<file path="config.mk">
export PLATFORM = sky130hd
export DESIGN_NAME = count_capture_flat
export DESIGN_NICKNAME = d
export VERILOG_FILES = /design/src/rtl/count_capture_if.sv /design/src/rtl/count_capture.sv /design/src/flat_wrapper.sv
export SDC_FILE = /design/constraint.sdc
export NUM_CORES = 1
export LEC_CHECK = 0
export CORE_MARGIN = 4
export CORE_UTILIZATION = 30
export CTS_BUF_LIST = sky130_fd_sc_hd__clkbuf_16
export DETAILED_ROUTE_END_ITERATION = 8
export PLACE_DENSITY = 0.52
export SKIP_CTS_REPAIR_TIMING = 1
export SLEW_MARGIN = 20
export SYNTH_ARGS = -nofsm -noshare
export SYNTH_HDL_FRONTEND = slang
export SYNTH_SLANG_ARGS = --single-unit
export TNS_END_PERCENT = 1
</file>
<file path="constraint.sdc">
create_clock -name clk -period 1.96 [get_ports clk]
set_input_delay 0.588 -clock clk [delete_from_list [all_inputs] [get_ports clk]]
set_output_delay 0.588 -clock clk [all_outputs]
set_load 0.02 [all_outputs]
</file>
<file path="src/rtl/count_capture_if.sv">
// Settled-count output channel: valid/ready handshake carrying one counter value.
interface count_capture_if #(parameter int WIDTH = 4);
    logic             out_valid;
    logic             out_ready;
    logic [WIDTH-1:0] out_count;

    modport master (output out_valid, output out_count, input out_ready);
    modport slave  (input out_valid, input out_count, output out_ready);
endinterface

</file>
<file path="src/rtl/count_capture.sv">
// Captures settled values from an asynchronous ripple counter and publishes them on a valid/ready channel.
// Optional wrap-event counter enabled by defining COUNT_CAPTURE_WRAP_EN.
module count_capture #(
    parameter int WIDTH  = 4,
    parameter int STABLE = 2
`ifdef COUNT_CAPTURE_WRAP_EN
    , parameter int WRAP_W = 8
`endif
) (
    input  logic             clk,
    input  logic             reset,
    input  logic             enable,
    input  logic [WIDTH-1:0] q_in,
    count_capture_if.master  bus,
    output logic             tc_pulse,
    output logic             overrun
`ifdef COUNT_CAPTURE_WRAP_EN
    , output logic [WRAP_W-1:0] wrap_count
`endif
);
    localparam int SW = $clog2(STABLE + 1);

    typedef enum logic {IDLE, HOLD} state_t;

    logic [WIDTH-1:0] s1, s2, s2_d, last_acc;
    logic [SW-1:0]    stab_cnt;
    logic             accept, load, drop;
    state_t           state, nstate;

    // s2 has matched s2_d for exactly STABLE-1 prior edges and again now: first settled edge only
    assign accept = enable && (s2 == s2_d) && (stab_cnt == SW'(STABLE - 1)) && (s2 != last_acc);
    assign drop   = (state == HOLD) && accept && !bus.out_ready;
    assign bus.out_valid = (state == HOLD);

    always_ff @(posedge clk) begin
        if (!reset) begin
            s1       <= '0;
            s2       <= '0;
            s2_d     <= '0;
            stab_cnt <= '0;
            last_acc <= '0;
        end else begin
            s1   <= q_in;
            s2   <= s1;
            s2_d <= s2;
            if (!enable || (s2 != s2_d))
                stab_cnt <= '0;
            else if (stab_cnt != SW'(STABLE))
                stab_cnt <= stab_cnt + 1'b1;
            if (accept)
                last_acc <= s2;
        end
    end

    always_ff @(posedge clk) begin
        if (!reset) begin
            state         <= IDLE;
            bus.out_count <= '0;
            tc_pulse      <= 1'b0;
            overrun       <= 1'b0;
        end else begin
            state    <= nstate;
            tc_pulse <= accept && (s2 == {WIDTH{1'b1}});
            if (load)
                bus.out_count <= s2;
            if (drop)
                overrun <= 1'b1;
        end
    end

    always_comb begin
        nstate = state;
        load   = 1'b0;
        case (state)
            IDLE: begin
                if (accept) begin
                    load   = 1'b1;
                    nstate = HOLD;
                end
            end
            HOLD: begin
                // a consumed value can be replaced in the same edge without leaving HOLD
                if (bus.out_ready && accept)
                    load = 1'b1;
                else if (bus.out_ready)
                    nstate = IDLE;
            end
            default: nstate = IDLE;
        endcase
    end

`ifdef COUNT_CAPTURE_WRAP_EN
    always_ff @(posedge clk) begin
        if (!reset)
            wrap_count <= '0;
        else if (accept && (s2 < last_acc) && (wrap_count != {WRAP_W{1'b1}}))
            wrap_count <= wrap_count + 1'b1;
    end
`endif
endmodule
</file>
<file path="src/flat_wrapper.sv">
// flat-port wrapper written by rule: the top's interface ports become plain ports
module count_capture_flat 
#(
    parameter int WIDTH  = 4,
    parameter int STABLE = 2

)
  (clk, reset, enable, q_in, tc_pulse, overrun, bus_out_valid, bus_out_count, bus_out_ready);
  count_capture_if #(.WIDTH(WIDTH)) bus_i ();
  input  logic clk;
  input  logic reset;
  input  logic enable;
  input  logic [WIDTH-1:0] q_in;
  output logic tc_pulse;
  output logic overrun;
  output wire logic [$bits(bus_i.out_valid)-1:0] bus_out_valid;
  output wire logic [$bits(bus_i.out_count)-1:0] bus_out_count;
  input wire logic [$bits(bus_i.out_ready)-1:0] bus_out_ready;
  assign bus_out_valid = bus_i.out_valid;
  assign bus_out_count = bus_i.out_count;
  assign bus_i.out_ready = bus_out_ready;
  count_capture #(.WIDTH(WIDTH), .STABLE(STABLE)) u_core (.clk(clk), .reset(reset), .enable(enable), .q_in(q_in), .bus(bus_i), .tc_pulse(tc_pulse), .overrun(overrun));
endmodule
</file>
; Word level (Yosys, flattened, before mapping)
; Index checks and enable logic that the tools add are counted.
[op_classes]
bitwise_logic = 2
add_sub_neg = 1
muxes = 6
n_eq_ne = 6
n_reduce_logical = 11
[ops]
columns = op, count
row1 = $ne 4x4->1, 2
row2 = $logic_and 1x1->1, 7
row3 = $eq 4x4->1, 1
row4 = $eq 4x4->1 const B, 1
row5 = $mux 1, 4
row6 = $pmux 1 s2, 2
row7 = $add 2x1->2 const B, 1
row8 = $eq 2x1->1 const B, 1
row9 = $logic_not 1->1, 2
row10 = $ne 2x2->1 const B, 1
row11 = $not 1->1, 2
row12 = $reduce_or 2->1, 1
row13 = $logic_or 1x1->1, 1
[word_totals]
out_inout_bits = 7
input_bits = 8
regBits = 25
elab_cells = 35

; Longest topological paths before layout
; Gate-level depths: netlist (run 1).
[logic_depth]
word_depth = 7
depth_mapped = 5
depth_no_buf = 5

; Worst setup path before layout (run 1)
; Ideal clock, no wire load.
[synth_timing]
path_type = reg-to-reg
startpoint = register u_core.s2[3]
endpoint = register u_core.bus.out_count[0]
setup_ns = 0.072
period_less_slack_ns = 1.404
stages_incl_launch_ff = 5
required_ns = 1.888
n_path_buf = 0
arrival_ns = 1.332
path_slack_ns = 0.556
cell_sequence = dfxtp_1 -> xnor2_1 -> nand3_1 -> nor4_4 -> mux2i_1
[synth_via]
elab_chain_cells = 7
[synth_rtl]
columns = element, line
row1 = start: declaration, count_capture.sv:25  ; logic [WIDTH-1:0] s1, s2, s2_d, last_acc;
row2 = start signal: assignment, count_capture.sv:38  ; s2 <= '0;
row3 = start signal: assignment, count_capture.sv:44  ; s2 <= s1;
row4 = $eq 4x4->1, count_capture.sv:31  ; assign accept = enable && (s2 == s2_d) && (stab_cnt == SW'(STABLE - 1)) && (s2 != last_acc);
row5 = $logic_and 1x1->1 (2 in series), count_capture.sv:31
row6 = $logic_and 1x1->1 (*), count_capture.sv:31
row7 = $logic_and 1x1->1, count_capture.sv:83  ; if (bus.out_ready && accept)
row8 = $mux 1, count_capture.sv:83
row9 = $pmux 1 s2 (*), count_capture.sv:74  ; case (state)
row10 = end signal: assignment, count_capture.sv:58  ; bus.out_count <= '0;
row11 = end signal: assignment, count_capture.sv:65  ; bus.out_count <= s2;
row12 = end: declaration, count_capture_if.sv:7  ; modport master (output out_valid, output out_count, input out_ready);
; Mark *: on every way between the ends. The rest lies on a longest branch, timed or not.
; A chain may end at the register's enable or synchronous reset.

; Final worst setup path (run 1)
[layout_timing]
startpoint = register u_core.bus.out_count[1]
endpoint = output port bus_out_count[1]
[layout_rtl]
columns = element, line
row1 = end: declaration, flat_wrapper.sv:17  ; output wire logic [$bits(bus_i.out_count)-1:0] bus_out_count;
; No word-level cell between the ends.

==> results of run 1 <==
[sequential cells by signal, indices dropped and copies added (netlist names)]
signal,count
u_core.bus.out_count,4
u_core.bus.out_valid,1
u_core.last_acc,4
u_core.overrun,1
u_core.s1,4
u_core.s2,4
u_core.s2_d,4
u_core.stab_cnt,2
u_core.tc_pulse,1
[cell families after synthesis]
logic type / Yosys count
adder cells (fa/ha/maj): 2
AND/OR/NAND/NOR: 32
flip-flops: 25
AO/OA/AOI/OAI: 4
buffers and inverters: 8
multiplexers: 8
XOR/XNOR: 9
[metal layers]
metal / GRT usage, % / part of all wire, % / vias to the layer above
li1: - / - / 322
met1: 10.2 / 46 / 279
met2: 13.7 / 47 / 11
met3: 2.46 / 3.8 / 4
met4: 7.12 / 3.4 / 0
met5: 0 / 0 / -
[worst max path at each step]
stage	end	slack, ps	depth (start not counted)
after CTS	bus_out_count[1]	140	1
after detailed placement	u_core.bus.out_count[2]	40	5
after global routing	bus_out_count[1]	100	1
after global placement	u_core.bus.out_count[2]	100	5
final	bus_out_count[1]	150	1
after floorplan	u_core.bus.out_count[0]	560	4
[synth_stat cells]
| cell | number |
|---|---|
| nor3_4 | 1 |
| o21a_1 | 1 |
| dfxtp_1 | 25 |
| mux2i_1 | 8 |
| and2_1 | 9 |
| xnor2_1 | 5 |
| ha_1 | 2 |
| xor2_1 | 4 |
| nor2b_1 | 1 |
| o21ai_0 | 1 |
| and3_1 | 3 |
| nor2_1 | 1 |
| clkbuf_1 | 2 |
| o41ai_4 | 1 |
| and3_2 | 1 |
| a22o_1 | 1 |
| nor4_4 | 1 |
| nand3_1 | 1 |
| nand2_1 | 14 |
| inv_1 | 6 |
[area by class of cell]
| type | count | area (sq um) | area share (%) |
|---|---|---|---|
| timing repair buffer | 18 | 183 | 14.5 |
| clock buffer | 3 | 75.1 | 5.96 |
| clock inverter | 1 | 3.75 | 0.298 |
| inverter | 6 | 22.5 | 1.79 |
| sequential | 25 | 500 | 39.7 |
| multi-input combinational | 55 | 420 | 33.4 |
| tap | 44 | 55.1 | 4.37 |
[worst reg2reg max path, stage by stage, from the launching register on]
cell and delay [ps]:
dfxtp_1 360, xor2_1 210, o41ai_4 500, nor3_4 50, buf_4 160, o21a_1 170
[power breakdown]
| group | switching, W | total [W] | leakage, nW | internal, W |
|---|---|---|---|---|
| logic | 0.0000320 | 0.0000675 | 0.278 | 0.0000355 |
| clock network | 0.000166 | 0.000438 | 0.0423 | 0.000272 |
| registers | 0.00000756 | 0.000528 | 0.204 | 0.000520 |
| total | 0.000206 | 0.00103 | 0.524 | 0.000828 |
[through the flow]
stage,cells,setup WS [ps],instance area (sq um),power (W)
floorplan,88,556,951,0.000578
global placement,148,97.7,1180,0.000607
detailed placement,148,42.6,1180,0.000608
CTS,152,136,1260,0.00105
global route,152,104,1260,0.00108
finish,152,153,1260,0.00103
==> flow_metrics.env, run 1 <==
export IMPL_status="complete, no violations"
export IMPL_synth_top_family_by_area="simple AND/OR/NAND/NOR gates"
export IMPL_synthSimpleGateAreaFrac_pct=19.7
export IMPL_final_common_cell="dfxtp_1"
export IMPL_crit_slowest_cell="clkdlybuf4s50_1"
export IMPL_drcViolationCount=0
export IMPL_hold_path_depth=1
export IMPL_cts_made_buffers=3
export IMPL_syn_to_final_growth_pct=32.5
export IMPL_antenna_left=0
export IMPL_maxCapViolations=0
export IMPL_grt_pass1_wl_um=2700
export IMPL_synth_compound_area_share_pct=5.13
export IMPL_dr_first_iter_drc_count=11
export IMPL_wire_per_inst_um=10.4
export IMPL_cts_tree="built"
export IMPL_core_area_sq_mm=0.00305
export IMPL_hold_viol=0
export IMPL_crit_path_start_kind="flip-flop"
export IMPL_vias=616
export IMPL_post_route_min_period_ps=1810
export IMPL_crit_family="buffers and inverters"
export IMPL_syn_area_per_cell_sq_um=10.8
export IMPL_synth_top_area_cell="dfxtp_1"
export IMPL_min_to="u_core.s2[2]"
export IMPL_grt_ovfl_total=0
export IMPL_cts_root_buf="clkbuf_16"
export IMPL_cts_htree_levels=1
export IMPL_clkTransAtPathRegs_ps=60
export IMPL_grt_max_degree=22
export IMPL_hold_slack_ps=433
export IMPL_gp_congestion=0.645
export IMPL_worstReg2RegStart="u_core.s2[0]"
export IMPL_power_leakage_nw=0.524
export IMPL_io_buffer_count=14
export IMPL_yosys_warnings=0
export IMPL_worstPathRequired_ps=1370
export IMPL_yosys_register_bits=25
export IMPL_period_share_pct=92.2
export IMPL_max_slew_margin_pct=72.3
export IMPL_dp_hpwl_um=1200
export IMPL_crit_arrival_ps=1220
export IMPL_tns_ps=0
export IMPL_fin_util_pct=41.3
export IMPL_hold_start="u_core.s1[2]"
export IMPL_cts_sinks=25
export IMPL_fmax_mhz=553
export IMPL_synthDominantCellAreaShare_pct=52.6
export IMPL_clk_latency_ps=250
export IMPL_cp_startpoint="u_core.bus.out_count[1]"
export IMPL_dieHeight_um=64.3
export IMPL_fin_skew_ps=3.37
export IMPL_synth_xor_area_share_pct=8.29
export IMPL_crit_buf_inv=1
export IMPL_synth_area_sq_um=951
export IMPL_grt_usage_pct=8.88
export IMPL_initial_core_util_pct=31.1
export IMPL_synth_fa_ha_area_share_pct=2.63
export IMPL_yosysSeqAreaShare_pct=52.6
export IMPL_io_pins=15
export IMPL_grt_antenna_before_repair=0
export IMPL_max_stage_delay_ps=610
export IMPL_layout_common_cells="25 x dfxtp_1, 14 x nand2_1, 14 x clkdlybuf4s50_1"
export IMPL_drive_gt1_share_pct=10.2
export IMPL_viasPerCell=4.05
export IMPL_hold_class="flip-flop to flip-flop"
export IMPL_synthTopCellsByArea="dfxtp_1 53%, mux2i_1 8.4%, and2_1 5.9%"
export IMPL_slew_violations=0
export IMPL_path_cells="clkdlybuf4s50_1"
export IMPL_crit_type="flip-flop to output port"
export IMPL_wirelength_um=1590
export IMPL_worst_r2r_path_depth=5
export IMPL_r2r_slack_ps=410
export IMPL_syn_nets=98
export IMPL_fp_dieW_um=64.3
export IMPL_diodes=0
export IMPL_clockBufferDepth=2
export IMPL_endpoint_kind="output port"
export IMPL_rsz0062_at_grt="false"
export IMPL_critPathMaxFanout=2
export IMPL_rr_endpoint="u_core.bus.out_valid"
export IMPL_synth_distinct_cells=20
export IMPL_first_global_vias=601
export IMPL_die_area_sq_mm=0.00413
export IMPL_ir_drop_mv=0.319
export IMPL_firstDrtPassIters=4
export IMPL_fillers=320
export IMPL_fin_nets=119
export IMPL_fp_row_count=20
export IMPL_synth_cells=88
export IMPL_p_per_area_mw_per_mm2=820
export IMPL_synthMuxAreaShare_pct=8.42
export IMPL_tightest_slew_ps=414
export IMPL_setup_violations=0
Note: power is estimated with default switching activity, not from simulation.
==> run 2, diff against run 1 <==
--- a/config.mk
+++ b/config.mk
@@ -5,11 +5,9 @@
 export SDC_FILE = /design/constraint.sdc
 export NUM_CORES = 1
 export LEC_CHECK = 0
-export CORE_MARGIN = 4
 export CORE_UTILIZATION = 30
 export CTS_BUF_LIST = sky130_fd_sc_hd__clkbuf_16
 export DETAILED_ROUTE_END_ITERATION = 8
-export PLACE_DENSITY = 0.52
 export SKIP_CTS_REPAIR_TIMING = 1
 export SLEW_MARGIN = 20
 export SYNTH_ARGS = -nofsm -noshare
==> run 2 against run 1 <==
  * Sequential cell count unchanged
  * Fmax grew 0.73%
  * Critical path depth is the same
  * Largest cell class unchanged
  * Critical path type unchanged
  * Clock power grew 3%
  * Sequential share of layout area is 0.27 points lower
==> flow_metrics.env, run 2 (same netlist as run 1, synthesis figures left out) <==
export IMPL_maxCapViolations=0
export IMPL_period_share_pct=91.5
export IMPL_io_buffer_count=14
export IMPL_internal_power_w=0.000831
export IMPL_power_w=0.00105
export IMPL_grt_max_degree=26
export IMPL_die_area_sq_mm=0.00340
export IMPL_clk_latency_ps=260
export IMPL_clockBufferDepth=2
export IMPL_tns_ps=0
export IMPL_fp_dieW_um=58.3
export IMPL_slew_violations=0
export IMPL_crit_slowest_cell="clkdlybuf4s50_1"
export IMPL_fin_nets=120
export IMPL_crit_path_start_kind="flip-flop"
export IMPL_viasPerCell=4.06
export IMPL_rsz0062_at_grt="false"
export IMPL_fp_row_count=20
export IMPL_clockPowerShare_pct=43.0
export IMPL_cts_root_buf="clkbuf_16"
export IMPL_p_per_area_mw_per_mm2=825
export IMPL_vias=621
export IMPL_grt_usage_pct=10.6
export IMPL_drcViolationCount=0
export IMPL_initial_core_util_pct=31.4
export IMPL_firstDrtPassIters=2
export IMPL_dp_hpwl_um=1090
export IMPL_hold_slack_ps=433
export IMPL_first_global_vias=603
export IMPL_crit_family="buffers and inverters"
export IMPL_fin_skew_ps=2.81
export IMPL_dieHeight_um=58.3
export IMPL_cts_tree="built"
export IMPL_grt_pass1_wl_um=2620
export IMPL_core_area_sq_mm=0.00303
export IMPL_drive_gt1_share_pct=11.9
export IMPL_combPwrFrac_pct=6.5
export IMPL_max_slew_margin_pct=73.3
export IMPL_wirelength_um=1530
export IMPL_crit_arrival_ps=1210
export IMPL_setup_violations=0
export IMPL_dr_first_iter_drc_count=7
export IMPL_path_cells="clkdlybuf4s50_1"
export IMPL_status="complete, no violations"
export IMPL_cts_sinks=25
export IMPL_worstPathRequired_ps=1370
export IMPL_critPathMaxFanout=2
export IMPL_crit_buf_inv=1
export IMPL_wire_per_inst_um=9.97
export IMPL_worst_slack_ps=166
export IMPL_io_pins=15
export IMPL_tightest_slew_ps=399
export IMPL_switching_share_pct=20.6
export IMPL_hold_viol=0
export IMPL_antenna_left=0
export IMPL_grt_ovfl_total=0
export IMPL_p_seq_share_pct=50.5
export IMPL_grt_antenna_before_repair=0
export IMPL_post_route_min_period_ps=1790
export IMPL_ir_drop_mv=0.395
export IMPL_clkTransAtPathRegs_ps=60
export IMPL_max_stage_delay_ps=610
export IMPL_crit_type="flip-flop to output port"
export IMPL_fillers=291
export IMPL_cts_htree_levels=1
export IMPL_cts_made_buffers=3
export IMPL_fmax_mhz=558
export IMPL_final_common_cell="dfxtp_1"
export IMPL_hold_class="flip-flop to flip-flop"
export IMPL_gp_congestion=0.751
export IMPL_diodes=0
export IMPL_endpoint_kind="output port"
export IMPL_layout_common_cells="25 x dfxtp_1, 14 x nand2_1, 14 x clkdlybuf4s50_1"
export IMPL_syn_to_final_growth_pct=33.4
export IMPL_power_leakage_nw=0.528
export IMPL_switchingPower_w=0.000215
export IMPL_dp_slack_ps=51.0
## run 2: power by group through the flow
stage | Clock, W | Combinational (W) | Sequential, W
floorplan | 0 | 0.0000400 | 0.000538
global placement | 0 | 0.0000675 | 0.000539
detailed placement | 0 | 0.0000684 | 0.000539
CTS | 0.000460 | 0.0000687 | 0.000528
global route | 0.000478 | 0.0000746 | 0.000529
finish | 0.000450 | 0.0000676 | 0.000528
## run 2: worst paths after layout
check	from	end	slack, ps	cells after the start
worst max register to register	u_core.s2[0]	u_core.bus.out_valid	420	5
worst max-delay path	u_core.bus.out_count[3]	bus_out_count[3]	170	1
worst min-delay path	u_core.s1[1]	u_core.s2[1]	430	1
worst min register to register	u_core.s1[1]	u_core.s2[1]	430	1
## run 2: routing by layer
metal	global-route usage, %	vias up	routed length [um]
met5	0	-	0
met4	7.14	0	36
met3	2.64	5	45
met2	16.7	11	713
met1	12.8	282	729
li1	-	323	-
## run 2: through the flow
stage / instance area, sq um / std cells / utilization [%]
2_1_floorplan: 951 / 88 / -
3_3_place_gp: 1190 / 149 / 39.3
3_5_place_dp: 1190 / 149 / 39.3
4_1_cts: 1270 / 153 / 41.9
5_1_grt: 1270 / 153 / 41.9
6_report: 1270 / 153 / 41.9
## run 2: final cells by class
type	instances	area [sq um]	share of cell area [%]
well taps	44	55.1	4.34
clock buffers	3	75.1	5.92
flip-flops and latches	25	500	39.4
inverters	6	22.5	1.78
clock inverters	1	5.00	0.394
repair buffers	19	190	15.0
multi-input cells	55	420	33.1
